## config.mk

```make
export PLATFORM = sky130hd
export DESIGN_NAME = ppu_vram_responder
export DESIGN_NICKNAME = d
export VERILOG_FILES = /design/src/rtl/ppu_vram_responder.sv
export SDC_FILE = /design/constraint.sdc
export NUM_CORES = 1
export LEC_CHECK = 0
export CORE_UTILIZATION = 39
export CTS_CLUSTER_DIAMETER = 30
export DETAILED_ROUTE_END_ITERATION = 16
export GPL_TIMING_DRIVEN = 0
export PLACE_DENSITY = 0.76
export SYNTH_ARGS = -nofsm -noshare
export SYNTH_HDL_FRONTEND = slang
export SYNTH_SLANG_ARGS = --single-unit
export TNS_END_PERCENT = 10
```

## constraint.sdc

```tcl
create_clock -name clk_in -period 1.79 [get_ports clk_in]
set_clock_uncertainty 0.1 [all_clocks]
set_input_delay 0.2685 -clock clk_in [delete_from_list [all_inputs] [get_ports clk_in]]
set_output_delay 0.2685 -clock clk_in [all_outputs]
set_load 0.02 [all_outputs]
```

## src/rtl/ppu_vram_responder.sv

```systemverilog
// ppu_vram_responder
//   Arbitrates background and sprite fetcher reads onto a single VRAM port
//   (sprite wins) and serves OAM flag reads on an independent, fully
//   pipelined channel. The VRAM and OAM block RAMs return data READ_LATENCY
//   cycles after the read strobe. Accesses that fall outside VRAM or OAM
//   return 8'hFF with the same timing and never strobe the RAM.
//
// Ports
//   clk_in, rst_in          : clock, synchronous active-high reset
//   bg_addr_in/_valid_in    : background request (address + one-cycle pulse)
//   bg_data_out/_valid_out  : background response (data + one-cycle pulse)
//   spr_addr_in/_valid_in   : sprite request
//   spr_data_out/_valid_out : sprite response
//   flag_addr_in, flag_request_in       : OAM flag request
//   sprite_flags_out, valid_flags_out   : OAM flag response
//   mem_free_out            : high when no background read is pending/in flight
//   spr_stall_count_out     : (PPU_VRAM_STATS_EN only) saturating count of
//                             cycles the background request waits on a busy
//                             port or a sprite issue
//   vram_addr_out/_rd_out, vram_data_in : VRAM block RAM port
//   oam_addr_out/_rd_out, oam_data_in   : OAM block RAM port
//
// Build option
//   PPU_VRAM_STATS_EN : adds spr_stall_count_out and its counter.

module ppu_vram_responder #(
  parameter int unsigned READ_LATENCY = 2,
  parameter logic [15:0] VRAM_BASE    = 16'h8000,
  parameter logic [15:0] OAM_BASE     = 16'hFE00
) (
  input  logic        clk_in,
  input  logic        rst_in,

  input  logic [15:0] bg_addr_in,
  input  logic        bg_addr_valid_in,
  output logic [7:0]  bg_data_out,
  output logic        bg_data_valid_out,

  input  logic [15:0] spr_addr_in,
  input  logic        spr_addr_valid_in,
  output logic [7:0]  spr_data_out,
  output logic        spr_data_valid_out,

  input  logic [15:0] flag_addr_in,
  input  logic        flag_request_in,
  output logic [7:0]  sprite_flags_out,
  output logic        valid_flags_out,

  output logic        mem_free_out,
`ifdef PPU_VRAM_STATS_EN
  output logic [15:0] spr_stall_count_out,
`endif

  output logic [12:0] vram_addr_out,
  output logic        vram_rd_out,
  input  logic [7:0]  vram_data_in,

  output logic [7:0]  oam_addr_out,
  output logic        oam_rd_out,
  input  logic [7:0]  oam_data_in
);

  typedef enum logic [1:0] {
    IDLE     = 2'd0,
    BG_WAIT  = 2'd1,
    SPR_WAIT = 2'd2
  } state_t;

  localparam logic [1:0]  CNT_LAST  = 2'(READ_LATENCY - 1);
  localparam logic [15:0] VRAM_SIZE = 16'h2000;
  localparam logic [15:0] OAM_SIZE  = 16'd160;

  state_t      state;
  logic        bg_pend;
  logic        spr_pend;
  logic [15:0] bg_addr_q;
  logic [15:0] spr_addr_q;
  logic [1:0]  wait_cnt;
  logic        wait_oor;

  logic        spr_req;
  logic        bg_req;
  logic [15:0] spr_addr_eff;
  logic [15:0] bg_addr_eff;
  logic        issue_spr;
  logic        issue_bg;
  logic [15:0] issue_off;
  logic        issue_in_range;

  logic [15:0] flag_off;
  logic        flag_in_range;
  logic [READ_LATENCY-1:0] flag_pipe_v;
  logic [READ_LATENCY-1:0] flag_pipe_oor;

  // Request pulses bypass the pending registers so that an IDLE FSM issues
  // them in the same cycle they arrive; a fresh pulse also supersedes any
  // address already latched for that requester.
  always_comb begin
    spr_req        = spr_pend | spr_addr_valid_in;
    bg_req         = bg_pend  | bg_addr_valid_in;
    spr_addr_eff   = spr_addr_valid_in ? spr_addr_in : spr_addr_q;
    bg_addr_eff    = bg_addr_valid_in  ? bg_addr_in  : bg_addr_q;
    issue_spr      = !rst_in && (state == IDLE) && spr_req;
    issue_bg       = !rst_in && (state == IDLE) && !spr_req && bg_req;
    issue_off      = (issue_spr ? spr_addr_eff : bg_addr_eff) - VRAM_BASE;
    // Unsigned offset compare also rejects addresses below the base.
    issue_in_range = issue_off < VRAM_SIZE;
    vram_rd_out    = (issue_spr | issue_bg) & issue_in_range;
    vram_addr_out  = vram_rd_out ? issue_off[12:0] : '0;
    mem_free_out   = !(bg_pend || (state == BG_WAIT));
  end

  always_ff @(posedge clk_in) begin
    if (rst_in) begin
      state              <= IDLE;
      bg_pend            <= 1'b0;
      spr_pend           <= 1'b0;
      bg_addr_q          <= '0;
      spr_addr_q         <= '0;
      wait_cnt           <= '0;
      wait_oor           <= 1'b0;
      bg_data_out        <= '0;
      bg_data_valid_out  <= 1'b0;
      spr_data_out       <= '0;
      spr_data_valid_out <= 1'b0;
    end else begin
      bg_data_valid_out  <= 1'b0;
      spr_data_valid_out <= 1'b0;

      if (spr_addr_valid_in) begin
        spr_addr_q <= spr_addr_in;
      end
      if (issue_spr) begin
        spr_pend <= 1'b0;
      end else if (spr_addr_valid_in) begin
        spr_pend <= 1'b1;
      end

      if (bg_addr_valid_in) begin
        bg_addr_q <= bg_addr_in;
      end
      if (issue_bg) begin
        bg_pend <= 1'b0;
      end else if (bg_addr_valid_in) begin
        bg_pend <= 1'b1;
      end

      case (state)
        IDLE: begin
          if (issue_spr || issue_bg) begin
            state    <= issue_spr ? SPR_WAIT : BG_WAIT;
            wait_cnt <= '0;
            wait_oor <= !issue_in_range;
          end
        end
        BG_WAIT, SPR_WAIT: begin
          if (wait_cnt == CNT_LAST) begin
            if (state == SPR_WAIT) begin
              spr_data_out       <= wait_oor ? 8'hFF : vram_data_in;
              spr_data_valid_out <= 1'b1;
            end else begin
              bg_data_out        <= wait_oor ? 8'hFF : vram_data_in;
              bg_data_valid_out  <= 1'b1;
            end
            state <= IDLE;
          end else begin
            wait_cnt <= wait_cnt + 2'd1;
          end
        end
        default: state <= IDLE;
      endcase
    end
  end

`ifdef PPU_VRAM_STATS_EN
  always_ff @(posedge clk_in) begin
    if (rst_in) begin
      spr_stall_count_out <= '0;
    end else if (bg_pend && ((state != IDLE) || issue_spr) &&
                 (spr_stall_count_out != '1)) begin
      spr_stall_count_out <= spr_stall_count_out + 16'd1;
    end
  end
`endif

  // OAM flag channel: a shift register of valid/out-of-range tags tracks
  // each request so back-to-back pulses each get exactly one response.
  always_comb begin
    flag_off      = flag_addr_in - OAM_BASE;
    flag_in_range = flag_off < OAM_SIZE;
    oam_rd_out    = !rst_in && flag_request_in && flag_in_range;
    oam_addr_out  = oam_rd_out ? flag_off[7:0] : '0;
  end

  always_ff @(posedge clk_in) begin
    if (rst_in) begin
      flag_pipe_v      <= '0;
      flag_pipe_oor    <= '0;
      sprite_flags_out <= '0;
      valid_flags_out  <= 1'b0;
    end else begin
      flag_pipe_v[0]   <= flag_request_in;
      flag_pipe_oor[0] <= !flag_in_range;
      for (int unsigned i = 1; i < READ_LATENCY; i++) begin
        flag_pipe_v[i]   <= flag_pipe_v[i-1];
        flag_pipe_oor[i] <= flag_pipe_oor[i-1];
      end
      valid_flags_out <= flag_pipe_v[READ_LATENCY-1];
      if (flag_pipe_v[READ_LATENCY-1]) begin
        sprite_flags_out <= flag_pipe_oor[READ_LATENCY-1] ? 8'hFF : oam_data_in;
      end
    end
  end

endmodule

```

Word level (Yosys, flattened, before mapping)

Index checks and enable logic that the tools add are counted.

Word-level logic and storage cells: 73
Output and inout bits: 51
Flip-flop bits (word level): 70
Bits of input ports: 69

Magnitude comparators: 2
Bitwise gates (word level): 7
Equality and inequality tests: 6
Multiplexer cells: 16
Reduce and logical (&&, ||, !) cells: 24
$add $sub $neg: 3

Operators by type and width:

| cell                                                          | number |
|---|---|
| two-way mux 16 bit                                            | 3 |
| subtractor 16 bit (second input constant)                     | 2 |
| two-way mux 8 bit                                             | 3 |
| less-than comparator 16 x 14 -> 1 bit (second input constant) | 1 |
| less-than comparator 16 x 8 -> 1 bit (second input constant)  | 1 |
| two-way mux 13 bit                                            | 1 |
| two-way mux 2 bit                                             | 5 |
| AND reduction 3 bit                                           | 3 |
| one-hot mux 2 bit (2 select lines)                            | 2 |
| logical AND 1 bit                                             | 6 |
| OR reduction 2 bit                                            | 3 |
| logical NOT 1 bit                                             | 5 |
| equality test 2 x 1 -> 1 bit (second input constant)          | 2 |
| inequality test 2 bit (second input constant)                 | 2 |
| AND reduction 2 bit                                           | 2 |
| NOT 1 bit                                                     | 3 |
| bitwise OR 1 bit                                              | 3 |
| OR reduction 3 bit                                            | 1 |
| adder 2 x 1 -> 2 bit (second input constant)                  | 1 |
| equality test 2 bit (second input constant)                   | 1 |
| logical NOT 2 bit                                             | 1 |
| logical OR 1 bit                                              | 2 |
| two-way mux 1 bit                                             | 2 |
| inequality test 2 x 1 -> 1 bit (second input constant)        | 1 |
| 2 further kinds                                               | 2 |

Logic depth before layout (Yosys ltp)

Word-level depth: 8
Gate-level depth with buffers: 7
Mapped depth without buffers: 6

Worst setup path after synthesis

OpenSTA, ideal clock, no wires.

Kind: input -> output
Start point: input spr_addr_valid_in
End point: output vram_addr_out[1]
Data arrival time: 1.786 ns
Stages: 6
Setup slack: -0.365 ns
Cells stage by stage: buf_6 -> nor2_1 -> nor2_1 -> buf_2 -> buf_4 -> a211oi_1

Longest elaborated chain between the ends: 7
Elaborated cells on any way between the ends: 12
Classes of those cells: add/sub (1); order compare (1); mux (3); bitwise (3); reduce/logical (4)

RTL lines:

| what                                                                             | line     | source |
|---|---|---|
| from (decl)                                                                      | 40       | `input logic spr_addr_valid_in,` |
| bitwise OR 1 bit                                                                 | 99       | `spr_req = spr_pend \| spr_addr_valid_in;` |
| logical AND 1 bit / logical NOT 1 bit (equally long branches)                    | 103, 104 |  |
| two-way mux 16 bit / logical AND 1 bit (equally long branches)                   | 105, 104 |  |
| subtractor 16 bit / logical AND 1 bit (equally long branches)                    | 105, 104 |  |
| less-than comparator 16 x 14 -> 1 bit / bitwise OR 1 bit (equally long branches) | 107, 108 |  |
| bitwise AND 1 bit                                                                | 108      | `vram_rd_out = (issue_spr \| issue_bg) & issue_in_range;` |
| two-way mux 13 bit *                                                             | 109      | `vram_addr_out = vram_rd_out ? issue_off[12:0] : '0;` |
| to (decl)                                                                        | 54       | `output logic [12:0] vram_addr_out,` |

Every way passes the cells marked *; elsewhere a longest branch is shown, timed or not.

Worst setup path in the final report

Start point: register spr_addr_q[15]
End point: output vram_addr_out[4]

Longest elaborated chain between the ends: 6

RTL lines:

| what                                  | line | source |
|---|---|---|
| from (decl)                           | 77   | `logic [15:0] spr_addr_q;` |
| from (signal assigned)                | 131  | `spr_addr_q <= spr_addr_in;` |
| two-way mux 16 bit                    | -    |  |
| two-way mux 16 bit                    | 105  | `issue_off = (issue_spr ? spr_addr_eff : bg_addr_eff) - VRAM_BASE;` |
| subtractor 16 bit                     | 105  |  |
| less-than comparator 16 x 14 -> 1 bit | 107  | `issue_in_range = issue_off < VRAM_SIZE;` |
| bitwise AND 1 bit                     | 108  |  |
| two-way mux 13 bit                    | 109  |  |

No other way between the ends.

==> out/results.tsv <==
metric	value	unit
iteration count of the initial detailed-routing pass	4	
commonest non-fill, non-tap cell in the layout	clkdlybuf4s50_1	
Fin Setup TNS	-8440	ps
Yosys reg bits	70	
total gr overflow	0	
outcome	finished, violations left	
failing checks	setup timing	
gpl congestion	0.805	
initial antenna violation count	0	
critical path type	flop to output pin	
Leak	0.00199	uW
DRT antenna net count	0	
Power Density	961	nW/um^2
GR Util All Layers	20.7	%
FF-to-FF End	spr_data_out[6]	
drt wl/cell	14.5	um
synth-to-layout area growth	62.4	%
slack of the critical path	-571	ps
Post-synth EDFFs	0	
Tmin final	2360	ps
core footprint	7410	um^2
Worst Min Path Start	spr_addr_valid_in	
via count	2866	
Residual DRC	0	
worst-path fanout max	10	
commonest non-fill, non-tap cells in the layout	80 x clkdlybuf4s50_1, 74 x nor2_1, 68 x dfxtp_1	
Die ar.	8160	um^2
Die Width	90.3	um
worst hold stages	3	
Yosys warnings	0	
Port Buffers	118	
initial core utilization	41.1	%
Root Buffer	clkbuf_8	
CTS sink cnt	70	
clock slew at reported path FFs	70	ps
Worst Reg-to-Reg Cells	7	
WHS	126	ps
Die Y	90.3	um
pin count of the biggest net entering global routing	13	
Tightest Pin Transition	581	ps
endpoints failing hold	0	
Net Count, Synth	409	
first-pass GRT wire length	13.6	mm
Post-Syn Area per Cell	9.08	um^2
CP Launch Type	flop	
cts hold-fix bufs	0	
initial DRC count	65	
sequential element share of the synthesized area	46.1	%
Post-synth ARST share	0	%
diode count	0	
CTS tree	built	
CP endpoint kind	output pin	
Ports	120	
# rows	31	
Final nets	544	
Relative slew margins	61.2	%
Skew-Pair Late Insertion Delay	330	ps
fraction of layout cells with a size suffix above 1	22.1	%
vias in the first global route	2932	
drt total wl	8.31	mm
H-tree levels	3	
Inst Count DP	552	
Via-to-Cell Ratio	4.99	
Max Clk Rate	424	MHz
CP required	1420	ps
RSZ-0062 raised after global routing	yes	
Min-Delay Endpoint	spr_addr_q[15]	
Post-Synthesis Cell Area	3040	um^2
Max-cap violations	0	
clock buffer depth	2	
Finished Layout Cells	574	
Final Setup Violations	23	
Final period util	132	%
Synth cell types	39	
Post-Synthesis Cells	335	
Hold WC Path Type	input pin to flop	
Peak supply drop	0.000489	V
arrival time worst endpoint	1990	ps
Fill cells	598	
total CTS buffers	9	
r2r setup slk	80	ps
Synth Flop Type	dfxtp_1	
worst reg2reg startpoint	state[0]	
count of final max-slew check failures	0	
hpwl dp	5.91	mm
[critical path, stage by stage (launching register included)]
cell      delay [ps]
dfxtp_2          340
nand2b_4          50
or4b_4           500
a31o_4           280
buf_12           170
a211oi_4         170
buf_6            150
[what timing repair did]
item	in CTS	in global routing
endpoints found under the setup margin	41	41
setup buffers	4	2
resized for setup	157	47
pin swaps	5	5
[sequential cells by signal (all words and copies together), names as in the netlist, 8 cells and up]
| register | flops |
|---|---|
| bg_addr_q | 16 |
| spr_addr_q | 16 |
| bg_data_out | 8 |
| spr_data_out | 8 |
| sprite_flags_out | 8 |
[per-layer routing]
| metal | track usage [%] | wire length, um |
|---|---|---|
| met1 | 26.2 | 3750 |
| met4 | 7.80 | 133 |
| met2 | 33.8 | 3970 |
| met5 | 0 | 0 |
| met3 | 5.39 | 448 |
[final cells by class]
class / count / area (um^2) / share of cell area [%]
multi-input cells: 237 / 1790 / 36.3
flip-flops and latches: 70 / 1400 / 28.4
repair buffers: 124 / 1220 / 24.7
plain buffers: 22 / 168 / 3.39
clock buffers: 11 / 151 / 3.07
well taps: 99 / 124 / 2.51
clock inverters: 5 / 57.6 / 1.17
inverters: 6 / 22.5 / 0.456
[how the worst max path moves through the flow]
stage / start / endpoint / slack [ps]
finish: spr_addr_q[15] / vram_addr_out[4] / -570
global route: spr_addr_q[15] / vram_addr_out[6] / -620
CTS: spr_addr_q[15] / vram_addr_out[4] / -630
detailed placement: bg_addr_in[15] / vram_addr_out[6] / -1310
global placement: bg_addr_in[15] / vram_addr_out[5] / -1250
floorplan: spr_addr_valid_in / vram_addr_out[10] / -280
[where the power goes]
group	internal, uW	leakage [uW]	switching, uW
Combinational	724	0.00131	925
Sequential	1710	0.000575	79.5
Clock	717	0.0000976	590
Total	3150	0.00199	1590
[Yosys cell counts (all sizes together) (2+ instances only)]
cell	count	area, um^2
a211oi	31	283
a21oi	5	25.0
and2	2	12.5
and3	2	12.5
buf	12	68.8
clkbuf	10	37.5
dfxtp	70	1400
ha	5	62.6
inv	6	22.5
mux2i	31	310
nand2	11	41.3
nand2b	4	32.5
nand3	3	15.0
nor2	77	289
nor2b	18	113
nor3	15	75.1
nor4	2	12.5
nor4b	2	17.5
o21a	2	15.0
o21ai	5	25.0
o22ai	8	50.1
or3	2	12.5
[cell families after synthesis]
group / after synthesis / share of synthesized area, %
adder cells (fa/ha/maj): 5 / 2.06
AND/OR/NAND/NOR: 143 / 22.3
XOR/XNOR: 2 / 0.576
multiplexers: 31 / 10.2
flip-flops: 70 / 46.1
AO/OA/AOI/OAI: 56 / 14.5
buffers and inverters: 28 / 4.24
[per-stage QoR]
stage	instance area (um^2)	utilization [%]	setup WS, ps	total power (uW)
after floorplan	3170	-	-279	2760
final	4940	66.7	-571	4750
after CTS	4790	64.6	-627	4680
after detailed placement	4480	60.4	-1310	3280
after global routing	4940	66.7	-618	5010
after global placement	4480	60.4	-1250	3240
Note: power is estimated with default switching activity, not from simulation.
